==> config.mk <==
export PLATFORM = sky130hd
export DESIGN_NAME = logic_op_sched_flat
export DESIGN_NICKNAME = d
export VERILOG_FILES = /design/src/rtl/logic_op_sched_if.sv /design/src/rtl/logic_op_sched.sv /design/src/flat_wrapper.sv
export SDC_FILE = /design/constraint.sdc
export NUM_CORES = 1
export LEC_CHECK = 0
export BUFFER_PORTS_ARGS = -buffer_cell sky130_fd_sc_hd__buf_2
export CORE_UTILIZATION = 54
export DETAILED_ROUTE_END_ITERATION = 8
export PLACE_DENSITY_LB_ADDON = 0.3
export SLEW_MARGIN = 25
export SYNTH_ARGS = -nofsm -noshare
export SYNTH_HDL_FRONTEND = slang
export SYNTH_SLANG_ARGS = --single-unit
==> constraint.sdc <==
create_clock -name clk -period 2.2 [get_ports clk]
set_clock_uncertainty 0.2 [all_clocks]
set_input_delay 0.33 -clock clk [delete_from_list [all_inputs] [get_ports clk]]
set_output_delay 0.33 -clock clk [all_outputs]
set_load 0.1 [all_outputs]
==> src/rtl/logic_op_sched_if.sv <==
// Request/grant/done bundle between the two requesters and the shared logic unit.
// The master side drives requests and operands. The slave side returns grants, results and status.
interface logic_op_sched_if #(
    parameter int WIDTH = 32,
    parameter int CNT_W = 16
);
    logic             req0;
    logic             req1;
    logic [2:0]       op0;
    logic [2:0]       op1;
    logic [WIDTH-1:0] a0;
    logic [WIDTH-1:0] b0;
    logic [WIDTH-1:0] a1;
    logic [WIDTH-1:0] b1;
    logic             gnt0;
    logic             gnt1;
    logic             done0;
    logic             done1;
    logic [WIDTH-1:0] res0;
    logic [WIDTH-1:0] res1;
    logic             busy;
    logic [CNT_W-1:0] op_cnt;

    modport master (
        output req0, req1, op0, op1, a0, b0, a1, b1,
        input  gnt0, gnt1, done0, done1, res0, res1, busy, op_cnt
    );

    modport slave (
        input  req0, req1, op0, op1, a0, b0, a1, b1,
        output gnt0, gnt1, done0, done1, res0, res1, busy, op_cnt
    );
endinterface

==> src/rtl/logic_op_sched.sv <==
// Round-robin sequencer for one shared bitwise logic unit: gnt 1 cycle and done 2 cycles after the sampling edge.
// There is no stall path: requesters hold req until gnt, and a new request is sampled at most once every 3 cycles.
module logic_op_sched #(
    parameter int WIDTH = 32,
    parameter int CNT_W = 16
) (
    input  logic                 clk,
    input  logic                 rst,
    logic_op_sched_if.slave      bus
);
    typedef enum logic [1:0] {
        IDLE = 2'd0,
        EXEC = 2'd1,
        DONE = 2'd2
    } state_t;

    state_t           state_q;
    state_t           state_d;
    logic             grant;
    logic             win;
    logic             win_q;
    logic             last_srv;
    logic [2:0]       op_q;
    logic [WIDTH-1:0] a_q;
    logic [WIDTH-1:0] b_q;
    logic [WIDTH-1:0] result;
    logic             gnt0_q;
    logic             gnt1_q;
    logic             done0_q;
    logic             done1_q;
    logic [WIDTH-1:0] res0_q;
    logic [WIDTH-1:0] res1_q;
    logic [CNT_W-1:0] op_cnt_q;

    // Arbitration is only evaluated in IDLE; on contention the port not served last wins.
    always_comb begin
        state_d = state_q;
        grant   = 1'b0;
        win     = 1'b0;
        case (state_q)
            IDLE: begin
                if (bus.req0 || bus.req1) begin
                    state_d = EXEC;
                    grant   = 1'b1;
                    win     = (bus.req0 && bus.req1) ? ~last_srv : bus.req1;
                end
            end
            EXEC:    state_d = DONE;
            DONE:    state_d = IDLE;
            default: state_d = IDLE;
        endcase
    end

    always_comb begin
        result = '0;
        case (op_q)
            3'b000:  result = a_q & b_q;
            3'b001:  result = a_q | b_q;
            3'b010:  result = ~(a_q & b_q);
            3'b011:  result = ~(a_q | b_q);
            3'b100:  result = a_q ^ b_q;
            3'b101:  result = ~(a_q ^ b_q);
            3'b110:  result = ~a_q;
            default: result = a_q;
        endcase
    end

    always_ff @(posedge clk) begin
        if (rst) begin
            state_q  <= IDLE;
            win_q    <= 1'b0;
            last_srv <= 1'b1;
            op_q     <= '0;
            a_q      <= '0;
            b_q      <= '0;
            gnt0_q   <= 1'b0;
            gnt1_q   <= 1'b0;
            done0_q  <= 1'b0;
            done1_q  <= 1'b0;
            res0_q   <= '0;
            res1_q   <= '0;
            op_cnt_q <= '0;
        end else begin
            state_q <= state_d;
            gnt0_q  <= grant && !win;
            gnt1_q  <= grant && win;
            done0_q <= 1'b0;
            done1_q <= 1'b0;
            if (grant) begin
                win_q    <= win;
                last_srv <= win;
                op_q     <= win ? bus.op1 : bus.op0;
                a_q      <= win ? bus.a1  : bus.a0;
                b_q      <= win ? bus.b1  : bus.b0;
            end
            if (state_q == EXEC) begin
                if (win_q) begin
                    res1_q  <= result;
                    done1_q <= 1'b1;
                end else begin
                    res0_q  <= result;
                    done0_q <= 1'b1;
                end
                op_cnt_q <= op_cnt_q + 1'b1;
            end
        end
    end

    assign bus.gnt0   = gnt0_q;
    assign bus.gnt1   = gnt1_q;
    assign bus.done0  = done0_q;
    assign bus.done1  = done1_q;
    assign bus.res0   = res0_q;
    assign bus.res1   = res1_q;
    assign bus.busy   = (state_q != IDLE);
    assign bus.op_cnt = op_cnt_q;
endmodule

==> src/flat_wrapper.sv <==
// flat-port wrapper written by rule: the top's interface ports become plain ports
module logic_op_sched_flat 
#(
    parameter int WIDTH = 32,
    parameter int CNT_W = 16
)
  (clk, rst, bus_req0, bus_req1, bus_op0, bus_op1, bus_a0, bus_b0, bus_a1, bus_b1, bus_gnt0, bus_gnt1, bus_done0, bus_done1, bus_res0, bus_res1, bus_busy, bus_op_cnt);
  logic_op_sched_if #(.WIDTH(WIDTH), .CNT_W(CNT_W)) bus_i ();
  input  logic clk;
  input  logic rst;
  input wire logic [$bits(bus_i.req0)-1:0] bus_req0;
  input wire logic [$bits(bus_i.req1)-1:0] bus_req1;
  input wire logic [$bits(bus_i.op0)-1:0] bus_op0;
  input wire logic [$bits(bus_i.op1)-1:0] bus_op1;
  input wire logic [$bits(bus_i.a0)-1:0] bus_a0;
  input wire logic [$bits(bus_i.b0)-1:0] bus_b0;
  input wire logic [$bits(bus_i.a1)-1:0] bus_a1;
  input wire logic [$bits(bus_i.b1)-1:0] bus_b1;
  output wire logic [$bits(bus_i.gnt0)-1:0] bus_gnt0;
  output wire logic [$bits(bus_i.gnt1)-1:0] bus_gnt1;
  output wire logic [$bits(bus_i.done0)-1:0] bus_done0;
  output wire logic [$bits(bus_i.done1)-1:0] bus_done1;
  output wire logic [$bits(bus_i.res0)-1:0] bus_res0;
  output wire logic [$bits(bus_i.res1)-1:0] bus_res1;
  output wire logic [$bits(bus_i.busy)-1:0] bus_busy;
  output wire logic [$bits(bus_i.op_cnt)-1:0] bus_op_cnt;
  assign bus_i.req0 = bus_req0;
  assign bus_i.req1 = bus_req1;
  assign bus_i.op0 = bus_op0;
  assign bus_i.op1 = bus_op1;
  assign bus_i.a0 = bus_a0;
  assign bus_i.b0 = bus_b0;
  assign bus_i.a1 = bus_a1;
  assign bus_i.b1 = bus_b1;
  assign bus_gnt0 = bus_i.gnt0;
  assign bus_gnt1 = bus_i.gnt1;
  assign bus_done0 = bus_i.done0;
  assign bus_done1 = bus_i.done1;
  assign bus_res0 = bus_i.res0;
  assign bus_res1 = bus_i.res1;
  assign bus_busy = bus_i.busy;
  assign bus_op_cnt = bus_i.op_cnt;
  logic_op_sched #(.WIDTH(WIDTH), .CNT_W(CNT_W)) u_core (.clk(clk), .rst(rst), .bus(bus_i));
endmodule
==> Flow_metrics.wiki <==
{| class="wikitable"
! Metric !! Value
|-
| Maximum clock insertion buffer count || 2
|-
| Post-synth net total || 1164
|-
| Detailed Route WL || about 31 mm
|-
| Clock tree from TritonCTS || yes
|-
| Post-DR wirelength/cell || 20.1 microns
|-
| Number of buffers added by the clock tree synthesis step || 17
|-
| Number of fill cells || roughly 960
|-
| Max_slew headroom || about half
|-
| Final cell utilization of the core || around four fifths
|-
| Number of search-and-repair iterations in the first detailed-routing pass || 7
|-
| Category of cells accounting for the largest share of critical-path delay || compound AO/OA/AOI/OAI gates
|-
| Cell with the biggest individual delay on the critical path || sky130_fd_sc_hd__a222oi_1
|-
| Async set-reset flop share out of synthesis || 0%
|-
| Violated checks || negative setup slack
|-
| Wire length of the first global-routing pass || 48.2 mm
|-
| Leakage power || a little under 6 nW
|-
| Sinks on the clock net || around 160
|-
| Top cell by count, worst path || sky130_fd_sc_hd__buf_16
|-
| Finish-stage setup viols || 1
|-
| Setup repair after global routing missed its margin || no
|-
| Count of distinct cell types in the synthesized netlist || 41
|-
| Syn Std Cell Area || around 8400 sq um
|-
| Number of remaining DRC errors || 0
|-
| Cells on Worst Hold Path || 3
|-
| Number of DRC violations after detailed-routing iteration 0 || ~1100
|-
| Synth Register Bits || 155
|-
| Clock root buffer || sky130_fd_sc_hd__clkbuf_16
|-
| Reg-to-reg critical path startpoint || u_core.state_q[1]
|-
| Number of global-route vias before repair || approximately 8800
|-
| Initial core utilization || 55.4%
|-
| Total routing usage reported by global routing || roughly two fifths
|-
| Cells on worst reg2reg path || 7
|-
| Count of flip-flops with a built-in enable after synthesis || 0
|-
| Overflow left after global routing || 0
|-
| Crit end category || register
|-
| Final net count || 1537
|-
| Post-synthesis to final-layout area growth || 42.9%
|-
| Part of the Yosys area used for sequential elements || 36.7%
|-
| Die span in x || ~130 microns
|-
| Via density per instance || 5.97
|-
| Count of mapped cells out of synthesis || about 960
|-
| Placement-stage worst setup slack || 0.0492 ns
|-
| Cell-by-cell listing of the critical path || or2_1 -> o21bai_4 -> nor2b_4 -> buf_16 -> buf_16 -> a222oi_1 -> inv_1
|-
| Later-pin clock latency in the skew report || 0.44 ns
|-
| H-tree depth || 4
|-
| Chip Height || 127 microns
|-
| Combined area of the multi-input logic cells || ~4600 sq um
|-
| Count of buffers added by post-CTS timing repair for setup || 0
|-
| Total power divided by cell area || about 760 nW/um^2
|-
| Slew Limit Fails || 0
|-
| Initial antenna violation count || 3
|-
| Sequential cell area in the final layout || 3120 sq um
|-
| Largest net degree at the start of global routing || 57
|-
| Ys flop type || sky130_fd_sc_hd__dfxtp_1
|-
| Total via count after detailed routing || 9321
|-
| YS warnings || 0
|-
| Core area || 15300 sq um
|-
| Share of Yosys cell area claimed by the top area cell type || 36.7%
|-
| Number of violations of the max-capacitance limit || 0
|-
| HP Class || input pin to register
|-
| Max incr delay on CP || around 0.37 ns
|-
| Library cell with the highest instance count after synthesis || sky130_fd_sc_hd__dfxtp_1
|-
| Average cell area after synthesis || 8.79 sq um
|-
| Clock-pin transition on the worst setup and hold timing paths || 0.06 ns
|-
| Path type of the worst setup path || register to register
|-
| Total buffers and inverters traversed by the critical path || 3
|-
| Minimum period implied by the final worst setup slack || 2.22 ns
|-
| Status || finished, violations left
|-
| Library cell with the largest summed area after synthesis || sky130_fd_sc_hd__dfxtp_1
|-
| Slew at the pin with the worst max-slew slack || 0.755 ns
|-
| Final clock period utilization by the worst path || 101%
|-
| Reg-to-reg setup timing slack || -0.02 ns
|-
| Maximum fanout along the worst path || 29
|-
| Post-synth top cells || 155 x sky130_fd_sc_hd__dfxtp_1, 121 x sky130_fd_sc_hd__inv_1, 76 x sky130_fd_sc_hd__nand2_1
|-
| Endpoint of the worst register-to-register path || u_core.b_q[7]
|-
| Num rows || 45
|-
| Maximum VDD drop || 0.628 mV
|-
| Final-report hold violation count || 0
|-
| Count of port buffers added during placement || ~220
|-
| Fraction of layout cells with a size suffix above 1 || between 20 and 30%
|-
| Highest achievable clock rate || 449 MHz
|-
| Cells taking the most area after synthesis || sky130_fd_sc_hd__dfxtp_1 37%, sky130_fd_sc_hd__ha_1 9.6%, sky130_fd_sc_hd__a222oi_1 6.2%
|-
| Full die area || ~16000 sq um
|-
| HPWL after detailed placement || ~18 mm
|-
| Hold EP || u_core.a_q[16]
|-
| CP Data Arrival Time || 2.31 ns
|-
| Launching element type of the critical path || register
|-
| Count of nets left with antenna violations after detail routing || 0
|-
| Worst Slack Setup Final || -0.0248 ns
|-
| Origin of the worst min-delay path || bus_a1[16]
|-
| Required time of the critical path || 2.29 ns
|-
| I/O pin count || 223
|-
| RePlAce Congestion || between 0.8 and 0.9
|}
==> cell usage in the layout (no fill, tap or decap), drive strengths merged, types with 28 or more instances in the layout <==
cell / instances
a21oi: 54
nand2: 76
ha: 65
a22o: 28
mux2i: 32
dfxtp: 155
xnor2: 41
dlygate4sd3: 130
buf: 293
nor2: 55
o31ai: 30
inv: 121
o21ai: 38
a222oi: 52
==> where the power goes <==
group | switching [W] | internal, W | total [W]
clock | 0.00124 | 0.00184 | 0.00308
sequential | 0.000199 | 0.00301 | 0.00321
combinational | 0.00179 | 0.00114 | 0.00292
total | 0.00323 | 0.00598 | 0.00921
==> stage by stage <==
step                      total power, W  hold WS [ns]  instance area [sq um]  TNS (ns)  std cells
after floorplan                  0.00498         0.214                   8460         0        961
after global placement           0.00571         0.231                  10100         0       1394
after detailed placement         0.00580         0.241                  10100         0       1396
after CTS                        0.00898       0.00370                  12000         0       1557
after global routing             0.00952       0.00369                  12100         0       1560
final                            0.00921        0.0109                  12100   -0.0248       1561
==> flip-flops by register name (all words and copies together), names as in the netlist, 2 cells and up <==
| name | flops |
|---|---|
| u_core.bus.res0 | 32 |
| u_core.b_q | 32 |
| u_core.a_q | 32 |
| u_core.bus.res1 | 32 |
| u_core.bus.op_cnt | 16 |
| u_core.op_q | 3 |
| u_core.state_q | 2 |
==> cell type report <==
type                    instances  share of cell area [%]
multi-input cells             616                    38.1
flip-flops and latches        155                    25.8
repair buffers                423                    25.1
clock buffers                  21                    3.81
inverters                     121                    3.76
well taps                     211                    2.19
clock inverters                10                    1.18
diodes                          4                  0.0829
==> per-layer routing <==
layer / part of all wire [%] / track usage [%] / wire, microns
met3: 11 / 7.71 / 3390
met4: 5.3 / 22.8 / 1670
met2: 45 / 61.0 / 14200
met1: 39 / 49.6 / 12100
met5: 0 / 0 / 0
==> what timing repair did <==
action	4_1_cts	5_1_grt
setup endpoints to repair	0	20
hold buffers	130	0
endpoints found under the hold margin	67	0
gates resized for setup	0	14
==> how the worst max path moves through the flow <==
| stage | end | slack, ns | cells after the start | from |
|---|---|---|---|---|
| 2_1_floorplan | u_core.bus.op_cnt[10] | 0.0009 | 5 | u_core.bus.op_cnt[1] |
| 3_3_place_gp | u_core.op_q[2] | 0.04 | 5 | u_core.state_q[1] |
| 3_5_place_dp | u_core.bus.res0[15] | 0.05 | 7 | u_core.op_q[1] |
| 4_1_cts | u_core.bus.res0[15] | 0.04 | 7 | u_core.op_q[1] |
| 5_1_grt | u_core.b_q[7] | 0.001 | 7 | u_core.state_q[1] |
| 6_report | u_core.b_q[7] | -0.02 | 7 | u_core.state_q[1] |
==> cells by family (layout without fill, tap and decap cells) <==
kind of cell	count (synthesis)	in the layout	share of synthesized area, %
AO/OA/AOI/OAI	251	251	22.1
multiplexers	32	32	3.79
AND/OR/NAND/NOR	206	206	11.8
buffers and inverters	190	575	9.52
other	0	4	0
XOR/XNOR	62	62	6.43
flip-flops	155	155	36.7
adder cells (fa/ha/maj)	65	65	9.63
==> worst reg2reg max path: cells and delay by family, from the launching register on <==
kind	cells	cell delay, ns
buffers and inverters	3	0.55
AO/OA/AOI/OAI	2	0.57
flip-flops	1	0.31
AND/OR/NAND/NOR	2	0.43
Note: power is estimated with default switching activity, not from simulation.
